**config.mk**
```make
export PLATFORM = sky130hd
export DESIGN_NAME = for_loop3_rev
export DESIGN_NICKNAME = d
export VERILOG_FILES = /design/src/rtl/for_loop3_rev_pkg.sv /design/src/rtl/for_loop3_rev_loop_down_ctr.sv /design/src/rtl/for_loop3_rev.sv
export SDC_FILE = /design/constraint.sdc
export NUM_CORES = 1
export LEC_CHECK = 0
export CAP_MARGIN = 20
export CORE_UTILIZATION = 58
export DETAILED_ROUTE_END_ITERATION = 10
export GPL_TIMING_DRIVEN = 0
export PLACE_DENSITY = 0.92
export SKIP_LAST_GASP = 1
export SYNTH_ARGS = -nofsm -noshare
export SYNTH_HDL_FRONTEND = slang
export SYNTH_SLANG_ARGS = --single-unit
```
**constraint.sdc**
```tcl
create_clock -name clk -period 7.8 [get_ports clk]
set_input_delay 0.78 -clock clk [delete_from_list [all_inputs] [get_ports clk]]
set_output_delay 0.78 -clock clk [all_outputs]
set_load 0.01 [all_outputs]
```
**src/rtl/for_loop3_rev_pkg.sv**
```systemverilog
// Shared loop-sequencer definitions: default index width and FSM encodings.
package for_loop3_rev_pkg;

  // Default width of every bound and index.
  localparam int unsigned LOOP_W_DEF = 8;

  // Sequencer states, one state register per block.
  localparam logic [1:0] ST_IDLE = 2'd0;
  localparam logic [1:0] ST_RUN  = 2'd1;
  localparam logic [1:0] ST_DONE = 2'd2;

endpackage

```
**src/rtl/for_loop3_rev_loop_down_ctr.sv**
```systemverilog
// W-bit down counter with reload. A dec on zero reloads instead of wrapping,
// so (dec & is_zero) acts as the borrow into the next outer counter.
module loop_down_ctr #(
  parameter int unsigned W = 8
) (
  input  logic         clk,
  input  logic         rst,
  input  logic         clr,
  input  logic         load,
  input  logic         dec,
  input  logic [W-1:0] val,
  output logic [W-1:0] cnt,
  output logic         is_zero
);

  logic [W-1:0] cnt_q;
  logic [W-1:0] cnt_d;

  // Next count: clear beats load beats dec; dec at zero reloads val.
  always_comb begin
    cnt_d = cnt_q;
    if (clr) begin
      cnt_d = '0;
    end else if (load) begin
      cnt_d = val;
    end else if (dec) begin
      cnt_d = (cnt_q == '0) ? val : cnt_q - W'(1);
    end
  end

  // Count register with synchronous active-low reset.
  always_ff @(posedge clk) begin
    if (!rst) begin
      cnt_q <= '0;
    end else begin
      cnt_q <= cnt_d;
    end
  end

  assign cnt     = cnt_q;
  assign is_zero = (cnt_q == '0);

endmodule

```
**src/rtl/for_loop3_rev.sv**
```systemverilog
// Reverse triple-nested loop index sequencer: walks i, j, k from bound-1
// down to 0 (k innermost), one tuple per accepted handshake.
//
// Handshake: a tuple is transferred on a posedge where idx_valid=1 and
// idx_ready=1. idx_valid depends only on state, never on idx_ready, and
// idx_* / idx_valid hold steady while idx_ready=0.
module for_loop3_rev
  import for_loop3_rev_pkg::*;
#(
  parameter int unsigned W = LOOP_W_DEF
) (
  input  logic         clk,
  input  logic         rst,
  input  logic         start,
  input  logic [W-1:0] bound_i,
  input  logic [W-1:0] bound_j,
  input  logic [W-1:0] bound_k,
  input  logic         idx_ready,
  output logic         idx_valid,
  output logic [W-1:0] idx_i,
  output logic [W-1:0] idx_j,
  output logic [W-1:0] idx_k,
  output logic         busy,
  output logic         finish,
  output logic [1:0]   dbg_state
);

  logic [1:0]   state_q, state_d;
  logic [W-1:0] bi_q, bi_d;
  logic [W-1:0] bj_q, bj_d;
  logic [W-1:0] bk_q, bk_d;

  logic         launch, all_nz, adv, last;
  logic         ctr_load, ctr_clr;
  logic [W-1:0] val_i, val_j, val_k;
  logic         zero_i, zero_j, zero_k;

  // Handshake gating, launch decode and next-state / bound-latch logic.
  always_comb begin
    launch   = start && (state_q != ST_RUN);
    all_nz   = (bound_i != '0) && (bound_j != '0) && (bound_k != '0);
    adv      = (state_q == ST_RUN) && idx_ready;
    last     = adv && zero_i && zero_j && zero_k;
    ctr_load = launch && all_nz;
    ctr_clr  = (launch && !all_nz) || last;
    // On launch the counters load straight from the inputs (latches not yet
    // valid); afterwards reloads come from the latched bounds.
    val_i    = launch ? bound_i - W'(1) : bi_q - W'(1);
    val_j    = launch ? bound_j - W'(1) : bj_q - W'(1);
    val_k    = launch ? bound_k - W'(1) : bk_q - W'(1);
    state_d  = state_q;
    bi_d     = bi_q;
    bj_d     = bj_q;
    bk_d     = bk_q;
    if (launch) begin
      state_d = all_nz ? ST_RUN : ST_DONE;
      bi_d    = bound_i;
      bj_d    = bound_j;
      bk_d    = bound_k;
    end else if (last) begin
      state_d = ST_DONE;
    end
  end

  // State register and bound latches.
  always_ff @(posedge clk) begin
    if (!rst) begin
      state_q <= ST_IDLE;
      bi_q    <= '0;
      bj_q    <= '0;
      bk_q    <= '0;
    end else begin
      state_q <= state_d;
      bi_q    <= bi_d;
      bj_q    <= bj_d;
      bk_q    <= bk_d;
    end
  end

  loop_down_ctr #(.W(W)) u_ctr_k (
    .clk(clk), .rst(rst), .clr(ctr_clr), .load(ctr_load),
    .dec(adv), .val(val_k), .cnt(idx_k), .is_zero(zero_k)
  );

  loop_down_ctr #(.W(W)) u_ctr_j (
    .clk(clk), .rst(rst), .clr(ctr_clr), .load(ctr_load),
    .dec(adv && zero_k), .val(val_j), .cnt(idx_j), .is_zero(zero_j)
  );

  loop_down_ctr #(.W(W)) u_ctr_i (
    .clk(clk), .rst(rst), .clr(ctr_clr), .load(ctr_load),
    .dec(adv && zero_k && zero_j), .val(val_i), .cnt(idx_i), .is_zero(zero_i)
  );

  assign idx_valid = (state_q == ST_RUN);
  assign busy      = (state_q == ST_RUN);
  assign finish    = (state_q == ST_DONE);
  assign dbg_state = state_q;

endmodule
```
* After elaboration in Yosys (flattened, before gate mapping)
Cells that the tools add are included.
** Storage, ports and cells
- Bits in registers :: 50
- Word-level logic and storage cells :: 59
** Cells by class
- $add $sub $neg :: 9
- Equal/unequal tests :: 3
- Muxes and demuxes :: 15
- Bitwise gates (word level) :: 1
- Reduce and logical (&&, ||, !) cells :: 24
** Operator list (number)
- two-way mux 8 bit :: 12
- subtractor 8 x 1 -> 8 bit, second input constant :: 9
- logical NOT 8 bit :: 3
- nonzero test 8 bit :: 3
- logical AND 1 bit :: 11
- nonzero test 2 bit :: 4
- two-way mux 2 bit :: 3
- == test 2 x 1 -> 1 bit, second input constant :: 1
- == test 2 bit, second input constant :: 1
- inequality test 2 x 1 -> 1 bit, second input constant :: 1
- OR reduction 2 bit :: 1
- logical NOT 1 bit :: 1
- logical OR 1 bit :: 1
- inverter 1 bit :: 1

* Logic depth before layout (Yosys ltp)
- Depth in word-level cells :: 7
- Depth in mapped cells :: 11
- Depth with buffers taken out :: 10

* Modules after synthesis
A second synthesis with hierarchy kept.
** Second synthesis, totals
- Cells, all modules :: 411
- Area total of the unflattened synthesis :: 3547.2 µm²
** Modules (own cells, without submodules)
- loop_down_ctr :: instances 3, cells each 75, area each 604.3 µm²
- for_loop3_rev :: instances 1, cells each 186, area each 1734.2 µm²

* Worst setup path after synthesis
Ideal clock, no wire load.
- Kind :: input -> register
- From :: input port start
- To :: register u_ctr_i.cnt_q[6], in the netlist u_ctr_i.cnt[6]
- Library setup time :: 0.122 ns
- Data arrival time :: 2.816 ns
- Required time :: 7.678 ns
- Slack :: 4.863 ns
- Cell stages on the path :: 10
- Buffers on the path :: 1
- Cells stage by stage :: nand2_1 clkbuf_1 mux2i_1 ha_1 nor3b_1 nor3b_1 xnor2_1 a21oi_1 o21ai_0 a21oi_1
** On the way
- Word-level cells in the longest chain between the ends :: 5
- Elaborated cells between the ends (all ways) :: 10
** Ends and longest elaborated chain
- start: declaration :: RTL line for_loop3_rev.sv:14 : input logic start,
- logical AND 1 bit (*) :: RTL line for_loop3_rev.sv:40 : launch = start && (state_q != ST_RUN);
- two-way mux 8 bit :: RTL line for_loop3_rev.sv:48 : val_i = launch ? bound_i - W'(1) : bi_q - W'(1);
- two-way mux 8 bit :: RTL line for_loop3_rev_loop_down_ctr.sv:27 : cnt_d = (cnt_q == '0) ? val : cnt_q - W'(1);
- two-way mux 8 bit :: RTL line for_loop3_rev_loop_down_ctr.sv:26 : end else if (dec) begin
- two-way mux 8 bit :: RTL line for_loop3_rev_loop_down_ctr.sv:24 : end else if (load) begin
- end signal: assignment :: RTL line for_loop3_rev_loop_down_ctr.sv:36 : cnt_q <= cnt_d;
- end: declaration :: RTL line for_loop3_rev_loop_down_ctr.sv:16 : logic [W-1:0] cnt_q;
Every way passes the cells marked *; elsewhere a longest branch is shown, timed or not. The select of a mux whose other input is x is not followed.
A chain may end at the register's enable or synchronous reset.

* Worst setup path after layout
- From :: input port bound_i[4]
- To :: register u_ctr_k.cnt_q[5], in the netlist u_ctr_k.cnt[5]
** On the way
- Word-level cells in the longest chain between the ends :: 7
- Elaborated cells between the ends (all ways) :: 10
** Ends and longest elaborated chain
- start: declaration :: RTL line for_loop3_rev.sv:15 : input logic [W-1:0] bound_i,
- nonzero test 8 bit (*) :: RTL line for_loop3_rev.sv:41 : all_nz = (bound_i != '0) && (bound_j != '0) && (bound_k != '0);
- logical AND 1 bit (*) (2 in series) :: RTL line for_loop3_rev.sv:41
- logical NOT 1 bit :: RTL line for_loop3_rev.sv:45 : ctr_clr = (launch && !all_nz) || last;
- logical AND 1 bit :: RTL line for_loop3_rev.sv:45
- logical OR 1 bit :: RTL line for_loop3_rev.sv:45
- OR reduction 2 bit (no line)
- end signal: assignment :: RTL line for_loop3_rev_loop_down_ctr.sv:36
- end: declaration :: RTL line for_loop3_rev_loop_down_ctr.sv:16
Every way passes the cells marked *; elsewhere a longest branch is shown, timed or not.

==> out/results.txt <==
Status - complete, no violations
Num CTS Buffers - 5
Top post-synthesis cells by area - dfxtp_1, nand2_1, mux2i_1
Post-CTS setup buffers - 0
Share of post-route cells with drive strength above 1 - 5.09%
CTS tree - built
Clock Tree Buf Depth - 2
Total number of vias - 3532
Cell area after layout - 4050 um^2
CTS resizes - 0
Cell Area, Placed - 3960 um^2
Initial antenna violation count - 0
WL per Instance - 16.7 um
Multi-input gate area - 2180 um^2
Grt total ovfl - 0
DR pass1 iterations - 5
Dpl hpwl - 7100 um
Syn Nets - 467
Hold_buf cts - 0
Most frequent cell after synthesis - nand2_1
Worst Tran Pin Value - 894 ps
CP Launch Type - input pin
First-pass GRT wire length - 15000 um
Buffers on Ports - 55
Share of the synthesized area in the top cell type - 30.1%
Worst IR Drop VDD - 0.122 mV
Max-cap violations - 0
Largest area contributor in the netlist - dfxtp_1
Vias in the first global route - 3150
GP Congestion - 0.947
Largest net degree at the start of global routing - 14
Max H-tree Level - 2
Worst Path Required - 8040 ps
Seq. cell area - 1000 um^2
CTS root buffer - clkbuf_8
DRT antenna net count - 0
RSZ-0062 raised after global routing - no
Final TNS setup - 0 ps
CP endpoint kind - register
Crit-path cells - clkdlybuf4s50_1 -> nor4_1 -> nor4b_1 -> nor4_1 -> nor2_1 -> o311ai_0 -> a21oi_1
Row count - 27
CTS Sinks - 50
Critical setup path kind - input pin to register
Commonest cells in the netlist - nand2_1, dfxtp_1, nor2_1
Total GRT Usage - 31.6%
Die height - 77.7 um
Vias per inst - 6.27
YS warnings - 0
Reg clk slew, reported paths - 90 ps
Final period utilization - 48.3%
# fillers - 431
Yosys reg bits - 50
Clk Latency, worst-skew pair - 310 ps
Synthesized area - 3320 um^2
Post-synth EDFFs - 0
Fin. Hold Viols - 0
Max_slew headroom - 39.6%
Fraction of registers with async set/reset - 0%
# DRC - 0
Number of antenna diodes - 0
Worst hold path type - register to register
Sequential fraction of the synthesis area - 30.1%
Main synth FF type - dfxtp_1
R2r setup slk - 4400 ps
Arrival time at the worst endpoint - 4000 ps
Starting density of the core - 60.3%
Die Wd - 77.7 um
Syn avg cell area - 7.73 um^2
Worst-path fanout max - 8
Final clock skew - 7.53 ps
Synth-to-layout area growth - 21.8%
Total Die Area - 6040 um^2
Fin crit period - 3760 ps
Crit-path max cell delay - 800 ps
Max Transition Viols Final - 0
Fin nets - 529
Final-report setup violation count - 0
# IOs - 57
Fmax - 0.266 GHz
Leakage power - 1.51 nW
Core footprint - 5510 um^2
CP max-delay cell - nor4b_1
Routed Wire Length - 9410 um
Gate count of the mapped netlist - 430
Final Total Pwr - 0.752 mW
Iteration-0 DRC Markers - 447
Pwr dens - 186 nW/um^2
Crit path top cell by count - nor4_1
Yosys cell types - 53
Hold slack - 487 ps
==> routing by layer <==
metal | routed length, um | share of wire, % | global-route usage (%) | up-vias
li1 | - | - | - | 1691
met1 | 4150 | 44 | 43.0 | 1624
met2 | 4170 | 44 | 48.5 | 192
met3 | 839 | 8.9 | 6.35 | 25
met4 | 249 | 2.6 | 12.8 | 0
met5 | 0 | 0 | 0 | -
==> layout by cell type (no fill, tap or decap), types with 2 or more instances in the layout <==
cell / Yosys / layout
nor4_1: 13 / 13
dfxtp_1: 50 / 50
nand2_1: 57 / 57
clkbuf_8: 0 / 6
nor2b_1: 13 / 13
a211o_1: 2 / 2
or2_2: 3 / 3
o21ai_0: 17 / 17
mux2i_1: 14 / 14
xor2_1: 13 / 13
buf_2: 10 / 10
o221ai_1: 3 / 3
clkbuf_1: 13 / 13
clkdlybuf4s50_1: 0 / 55
inv_1: 9 / 9
o311ai_0: 3 / 3
and2_1: 5 / 5
and3_1: 5 / 5
nand2b_1: 3 / 3
or3_1: 7 / 7
nor2_1: 34 / 34
nand3_1: 9 / 9
a21o_1: 2 / 2
a21boi_0: 16 / 16
nor3b_1: 5 / 5
o22ai_1: 4 / 4
a31oi_1: 11 / 11
xnor2_1: 13 / 13
a21oi_1: 18 / 18
ha_1: 9 / 9
nor3_2: 2 / 2
a221oi_1: 2 / 2
a32oi_1: 2 / 2
o21a_1: 4 / 4
o211ai_1: 9 / 9
nor3_1: 14 / 14
o31ai_1: 6 / 6
nand4_1: 7 / 7
or4_1: 7 / 7
==> area by class of cell <==
type,instances,share of cell area [%]
Multi-Input combinational cell,346,53.8
Sequential cell,50,24.7
Timing Repair Buffer,55,13.6
Buffer,25,2.72
Tap cell,72,2.23
Clock buffer,6,2.04
Inverter,9,0.835
==> state kept, by name, summed over array words and instances, names as in the netlist <==
register / cells
u_ctr_k.cnt: 8
bk_q: 8
dbg_state: 2
u_ctr_i.cnt: 8
bj_q: 8
bi_q: 8
u_ctr_j.cnt: 8
==> stage by stage <==
stage,utilization [%],worst slack [ps],instances
2_1_floorplan,-,4860,430
3_3_place_gp,72.0,3840,557
3_5_place_dp,72.0,3800,557
4_1_cts,73.5,4110,563
5_1_grt,73.5,3810,563
6_report,73.5,4040,563
==> cell families after synthesis <==
group	after synthesis	share of synthesized area, %
mux	14	4.22
flops	50	30.1
xor+xnor	26	6.85
simple gates	191	29.5
compound gates	106	21.6
buf+inv	34	4.33
fa+ha+maj	9	3.39
==> worst paths after layout <==
check	start	to	cells after the start
min	bi_q[7]	bi_q[7]	2
max	bound_i[4]	u_ctr_k.cnt[5]	7
max reg2reg	dbg_state[1]	u_ctr_i.cnt[6]	11
min reg2reg	bi_q[7]	bi_q[7]	2
==> worst max-delay path, delay by kind of cell <==
| kind | cells | cell delay, ps |
|---|---|---|
| AO/OA/AOI/OAI | 2 | 460 |
| buffers and inverters | 1 | 500 |
| AND/OR/NAND/NOR | 4 | 2270 |
==> power by group <==
group          total, mW  internal, mW  switching, mW  leakage, nW
Sequential         0.307         0.279         0.0278        0.412
Clock              0.150        0.0686         0.0819       0.0431
Combinational      0.294         0.130          0.164         1.06
Note: power is estimated with default switching activity, not from simulation.
